File: config.mk
export PLATFORM = sky130hd
export DESIGN_NAME = matrix_input_collector
export DESIGN_NICKNAME = d
export VERILOG_FILES = /design/src/rtl/matrix_input_collector.sv
export SDC_FILE = /design/constraint.sdc
export NUM_CORES = 1
export LEC_CHECK = 0
export ABC_AREA = 1
export CAP_MARGIN = 15
export CORE_MARGIN = 8
export CORE_UTILIZATION = 50
export DETAILED_ROUTE_END_ITERATION = 8
export PLACE_DENSITY = 0.82
export SKIP_LAST_GASP = 1
export SLEW_MARGIN = 30
export SYNTH_ARGS = -nofsm -noshare
export SYNTH_HDL_FRONTEND = slang
export SYNTH_SLANG_ARGS = --single-unit
export TNS_END_PERCENT = 30
File: constraint.sdc
create_clock -name clk -period 3.2 [get_ports clk]
set_input_delay 0.96 -clock clk [delete_from_list [all_inputs] [get_ports clk]]
set_output_delay 0.96 -clock clk [all_outputs]
set_load 0.02 [all_outputs]
File: src/rtl/matrix_input_collector.sv
// Collects a byte stream (m, n, then m*n row-major elements) into a zero-padded
// packed MAX_DIM x MAX_DIM matrix and holds it with mat_valid until acknowledged.
module matrix_input_collector #(
    parameter int MAX_DIM  = 5,
    parameter int ELEM_W   = 8,
    parameter int ELEM_MAX = 9
) (
    input  logic                                clk,
    input  logic                                reset,
    input  logic                                clear,
    input  logic                                in_valid,
    input  logic [ELEM_W-1:0]                   in_data,
    output logic                                in_ready,
    input  logic                                out_ack,
    output logic [2:0]                          mat_m,
    output logic [2:0]                          mat_n,
    output logic [MAX_DIM*MAX_DIM*ELEM_W-1:0]   matrix_out,
    output logic                                mat_valid,
    output logic                                err,
    output logic [4:0]                          elem_count
);

    localparam int MAT_W  = MAX_DIM * MAX_DIM * ELEM_W;
    localparam int BASE_W = $clog2(MAT_W);

    typedef enum logic [2:0] {
        S_IDLE,
        S_GET_N,
        S_GET_ELEM,
        S_DONE,
        S_ERROR
    } state_t;

    state_t              r_state;
    state_t              w_next_state;

    logic [2:0]          r_mat_m;
    logic [2:0]          r_mat_n;
    logic [2:0]          r_row;
    logic [2:0]          r_col;
    logic [4:0]          r_elem_count;
    logic [MAT_W-1:0]    r_matrix;

    logic                w_xfer;
    logic                w_dim_ok;
    logic                w_elem_ok;
    logic                w_col_wrap;
    logic                w_last;
    logic [4:0]          w_slot;
    logic [BASE_W-1:0]   w_base;

    assign w_xfer     = in_valid && in_ready;
    // Full-byte compare so values such as 8'h0D are rejected rather than truncated.
    assign w_dim_ok   = (in_data != '0) && (in_data <= ELEM_W'(MAX_DIM));
    assign w_elem_ok  = (in_data <= ELEM_W'(ELEM_MAX));
    assign w_col_wrap = (r_col == r_mat_n - 3'd1);
    assign w_last     = w_col_wrap && (r_row == r_mat_m - 3'd1);
    assign w_slot     = 5'(r_row) * 5'(MAX_DIM) + 5'(r_col);
    assign w_base     = BASE_W'(w_slot) * BASE_W'(ELEM_W);

    // NOTE: sequential state uses non-blocking assignments so every register
    // samples pre-edge values regardless of statement order.
    always_ff @(posedge clk or negedge reset) begin
        if (!reset) begin
            r_state <= S_IDLE;
        end else begin
            r_state <= w_next_state;
        end
    end

    // NOTE: the default assignment first keeps this block free of inferred latches.
    always_comb begin
        w_next_state = r_state;
        if (clear) begin
            w_next_state = S_IDLE;
        end else begin
            case (r_state)
                S_IDLE:     if (w_xfer) w_next_state = w_dim_ok ? S_GET_N : S_ERROR;
                S_GET_N:    if (w_xfer) w_next_state = w_dim_ok ? S_GET_ELEM : S_ERROR;
                S_GET_ELEM: begin
                    if (w_xfer) begin
                        if (!w_elem_ok) begin
                            w_next_state = S_ERROR;
                        end else if (w_last) begin
                            w_next_state = S_DONE;
                        end
                    end
                end
                S_DONE:     if (out_ack) w_next_state = S_IDLE;
                S_ERROR:    w_next_state = S_ERROR;
                default:    w_next_state = S_IDLE;
            endcase
        end
    end

    // Handshake and status depend on state only, so in_valid/in_data never reach an output.
    always_comb begin
        in_ready  = 1'b0;
        mat_valid = 1'b0;
        err       = 1'b0;
        case (r_state)
            S_IDLE, S_GET_N, S_GET_ELEM: in_ready  = 1'b1;
            S_DONE:                      mat_valid = 1'b1;
            S_ERROR:                     err       = 1'b1;
            default:                     in_ready  = 1'b0;
        endcase
    end

    // NOTE: the matrix is a flat register bank, not a RAM, so it is reset and
    // cleared along with the rest of the datapath.
    always_ff @(posedge clk or negedge reset) begin
        if (!reset) begin
            r_mat_m      <= '0;
            r_mat_n      <= '0;
            r_row        <= '0;
            r_col        <= '0;
            r_elem_count <= '0;
            r_matrix     <= '0;
        end else if (clear) begin
            r_mat_m      <= '0;
            r_mat_n      <= '0;
            r_row        <= '0;
            r_col        <= '0;
            r_elem_count <= '0;
            r_matrix     <= '0;
        end else if (w_xfer) begin
            case (r_state)
                S_IDLE: begin
                    if (w_dim_ok) begin
                        r_mat_m      <= in_data[2:0];
                        r_matrix     <= '0;
                        r_elem_count <= '0;
                    end
                end
                S_GET_N: begin
                    if (w_dim_ok) begin
                        r_mat_n <= in_data[2:0];
                        r_row   <= '0;
                        r_col   <= '0;
                    end
                end
                S_GET_ELEM: begin
                    if (w_elem_ok) begin
                        r_matrix[w_base +: ELEM_W] <= in_data;
                        r_elem_count               <= r_elem_count + 5'd1;
                        if (w_col_wrap) begin
                            r_col <= '0;
                            r_row <= r_row + 3'd1;
                        end else begin
                            r_col <= r_col + 3'd1;
                        end
                    end
                end
                default: begin
                end
            endcase
        end
    end

    assign mat_m      = r_mat_m;
    assign mat_n      = r_mat_n;
    assign matrix_out = r_matrix;
    assign elem_count = r_elem_count;

endmodule

==> Implementation_results.wiki, run 1 <==
{| class="wikitable"
! Metric !! Value
|-
| Run status || finished clean
|-
| Final critical-path setup slack || 0.1346 ns
|-
| Main combinational cell family by area after synthesis || simple AND/OR/NAND/NOR gates
|-
| Logic pwr share || 0.052
|-
| Mean cell area of the mapped netlist || 8.644 um^2
|-
| Critical path type || flip-flop to flip-flop
|-
| Clk pin slew, worst setup/hold paths || 0.06 ns
|-
| Wire length of the first global-routing pass || 42.22 mm
|-
| Top-level port count || 227
|-
| Max Freq || 326.2 MHz
|-
| Count of flip-flops with a built-in enable after synthesis || 0
|-
| Via count of the first global-routing pass || 8048
|-
| Cell with the most instances after synthesis || nand2_1
|-
| Worst min-delay path category || input port to async pin
|-
| Maximum clock path buffer count || 3
|-
| Sequential power share || 0.472
|-
| Launching element type of the critical path || flip-flop
|-
| Switching share of total power || 0.2274
|-
| Area share of the largest cell type after synthesis || 0.5903
|-
| Kind of end point of the critical path || flip-flop
|-
| Final wirelength || 26.24 mm
|-
| Dominant delay contributor by cell family on the critical path || simple AND/OR/NAND/NOR gates
|-
| Internal power consumption || 4.599 mW
|-
| Reg-to-reg slack, setup || 0.13 ns
|-
| Synth Instances || 1079
|-
| Compound-cell area share of the yosys netlist || 0.02737
|-
| Delay contributed by the slowest stage of the critical path || 0.53 ns
|-
| Number of violations reported at the end of detailed-routing iteration 0 || 541
|-
| Post-Place Cells || 1540
|-
| Number of storage elements in the synthesis netlist || 220
|-
| Post-synth net total || 1107
|-
| Clock tree from TritonCTS || yes
|-
| Share of the core filled with cells in the final layout || 0.7004
|-
| Clock tree root driver cell || clkbuf_16
|-
| Power per unit of standard cell area || 458.9 nW/um^2
|-
| Top post-synthesis cells by area || dfrtp_1 59%, nand2_1 10%, inv_1 6.6%
|-
| Effective utilization at floorplan || 0.5036
|-
| GRT Residual Overflow || 0
|-
| Cell chain of the critical path || ha_1 > ha_1 > fa_1 > nor2_2 > nor2_1 > inv_2 > nor2_1 > inv_1 > nor2_1 > nand2_1 > nor2_2 > nor2_1 > inv_2 > nor2_1
|-
| Insertion delay to the later sink of the worst-skew pair || 0.52 ns
|-
| Parity-gate share of the synthesized area counting xor and xnor cells || 0.009391
|-
| Port-buffer cells || 226
|-
| Post-synthesis share of cell area spent on full adders, half adders and majority gates || 0.02093
|-
| Hold Violations, Final || 0
|-
| Diodes inserted || 0
|-
| Relative slew margins || 0.7286
|-
| Vertical die dimension || 152.6 um
|-
| Fraction of layout cells with a size suffix above 1 || 0.09387
|-
| Fraction of synthesized area in multiplexers || 0
|-
| Drt first pass iters || 5
|-
| Worst Path Arrival || 3.47 ns
|-
| Number of antenna violations at the first check in global routing || 0
|-
| Final Skew || 0.02084 ns
|-
| Number of buffers inserted for hold repair after clock tree synthesis || 0
|-
| Buffers and inverters on the worst path || 3
|-
| Required arrival time at the worst endpoint || 3.61 ns
|-
| Period minus WS final || 3.065 ns
|-
| Routed len/inst || 16.53 um
|-
| Remaining antenna violation count || 0
|-
| Crit path max-delay cell type || fa_1
|-
| Final HPWL from detailed placement || 19.45 mm
|-
| Die Footprint || 23280 um^2
|-
| Number of distinct standard cells referenced by the synthesized netlist || 29
|-
| Depth of the CTS H-tree || 1
|-
| Leakage power of the design || 6.409 nW
|-
| Worst Tran Pin Value || 0.4071 ns
|-
| Synthesized area || 9326 um^2
|-
| Top cells by instance count after synthesis || 257 x nand2_1, 220 x dfrtp_1, 165 x inv_1
|-
| Most common cell type on the critical path || nor2_1
|-
| Total number of vias || 7988
|-
| Total of endpoints with negative setup slack in the final report || 0
|-
| Post-synthesis cell type with the largest combined area || dfrtp_1
|-
| Layout net count || 1364
|-
| Final Power || 5.952 mW
|-
| Last weighted congestion value of the routability-driven placer || 0.9055
|-
| Cts bufs inserted || 24
|-
| Peak supply drop || 0.0004226 V
|-
| Final routed DRC violation total || 0
|-
| Sw Pwr || 1.353 mW
|-
| RSZ-0062 raised after global routing || true
|-
| Maximum number of pins on one net before global-route repair || 66
|-
| Share of flip-flops with an asynchronous set or reset || 1.000
|-
| Part of the power in the clock network || 0.476
|-
| Warnings, synthesis || 0
|-
| Floorplan Core Area || 18520 um^2
|-
| Via density per instance || 5.033
|-
| Growth of design area from synthesis to finish || 39.07%
|-
| Max-cap check violation count || 0
|-
| Simple-Gate Fraction of Synth Area || 0.2658
|-
| Total number of placement rows || 50
|-
| Overall track demand over capacity in global routing || 0.2213
|-
| Worst Setup Slack post-DPL || 0.006336 ns
|-
| Die width || 152.6 um
|-
| Share of the clock period used by the worst path || 0.9579
|-
| Post-route non-filler standard cell count || 1587
|-
| Largest fanout of any net on the critical path || 5
|-
| Dominant synthesized flop cell || dfrtp_1
|-
| TritonCTS Sinks || 220
|-
| Final count of pins violating max slew || 0
|-
| Sequential-to-total area share from yosys stat || 0.5903
|}
final cells by class:
| class | count | area (um^2) |
|---|---|---|
| clock buffer | 34 | 708.2 |
| clock inverter | 9 | 117.6 |
| fill | 1420 | 5548 |
| inverter | 176 | 665.6 |
| multi-input combinational | 656 | 3110 |
| sequential | 220 | 5505 |
| tap | 234 | 292.8 |
| timing repair buffer | 258 | 2570 |
path summary, 6_finish.rpt:
path                                                    end                   startpoint  depth (start not counted)
worst min-delay path            matrix_out[158]$_DFFE_PN0P_                        reset                          1
worst max-delay path            matrix_out[167]$_DFFE_PN0P_         r_row[0]$_DFFE_PN0P_                         14
worst min register to register  matrix_out[160]$_DFFE_PN0P_  matrix_out[160]$_DFFE_PN0P_                          2
worst max register to register  matrix_out[167]$_DFFE_PN0P_         r_row[0]$_DFFE_PN0P_                         14
min in group clk                matrix_out[160]$_DFFE_PN0P_  matrix_out[160]$_DFFE_PN0P_                          2
max in group asynchronous        matrix_out[42]$_DFFE_PN0P_                        reset                          2
layer usage:
| layer | share of wire | GRT usage | up-vias | routed length [um] |
|---|---|---|---|---|
| met5 | 0 | 0 | - | 0 |
| met4 | 0.019 | 0.05325 | 0 | 507 |
| met3 | 0.087 | 0.07090 | 43 | 2271 |
| met2 | 0.47 | 0.3699 | 271 | 12410 |
| met1 | 0.42 | 0.2744 | 3836 | 11050 |
| li1 | - | - | 3838 | - |
power by group through the flow:
stage	Clock, mW	Sequential (mW)	Combinational [mW]
after floorplan	0	2.87	0.149
after CTS	2.87	2.81	0.314
after detailed placement	0	2.86	0.311
after global routing	2.97	2.81	0.349
after global placement	0	2.86	0.306
final	2.83	2.81	0.311
registers in the layout, indices dropped and copies added, names as in the netlist:
name	cells
r_col	3
r_row	3
matrix_out	200
mat_n	3
elem_count	5
mat_m	3
r_state	3
logic make-up (layout without fill, tap and decap cells):
group | after synthesis | after routing
xor gates and xnor gates | 10 | 10
buffers and inverters | 203 | 477
adders and majority gates | 15 | 15
DFF | 220 | 220
AOI/OAI and AO/OA | 50 | 50
and+or+nand+nor | 581 | 581
cell usage in the layout, fill, tap and decap left out, types with 2 or more instances in the layout:
master and instances:
nand2_4 2, clkbuf_8 7, a21oi_1 5, xor2_1 6, buf_12 5, nor2_1 149, clkinvlp_4 2, o21ai_0 42
nor3_2 2, bufinv_16 2, inv_2 10, inv_4 2, buf_4 27, nor2_4 5, ha_1 14, nor3_1 10
nand2_2 17, nand3_2 5, clkbuf_16 24, clkbuf_1 3, nor2_2 8, clkdlybuf4s50_1 225, nand3_1 121, inv_1 164
dfrtp_1 220, clkinv_2 3, nand4_1 14, xnor2_1 3, nand2_1 246
metrics by stage:
stage	hold slack, ns	cell area (um^2)	setup TNS [ns]
2_1_floorplan	0.5066	9326	0
3_3_place_gp	0.4537	12020	0
3_5_place_dp	0.4618	12020	0
4_1_cts	0.3622	12850	0
5_1_grt	0.3795	12970	-2.307
6_report	0.3593	12970	0
timing repair:
| item | 4_1_cts | 5_1_grt |
|---|---|---|
| resized for setup | 1 | 26 |
| hold endpoints to repair | 0 | 0 |
| pin swaps | 0 | 1 |
| endpoints found under the setup margin | 3 | 163 |
| buffers inserted | 0 | 4 |
worst register-to-register path, delay by kind of cell, from the launching register on:
family / cells / cell delay [ns]
adder cells (fa/ha/maj): 3 / 1.15
buffers and inverters: 3 / 0.23
flip-flops: 1 / 0.40
AND/OR/NAND/NOR: 8 / 1.17
(Power assumes the default switching activity.)
==> run 2: changes to the inputs <==
Settings changed: CAP_MARGIN 15 to not set.
==> results of run 2 <==
The final DEF is identical to that of run 1; final timing and power are the same.
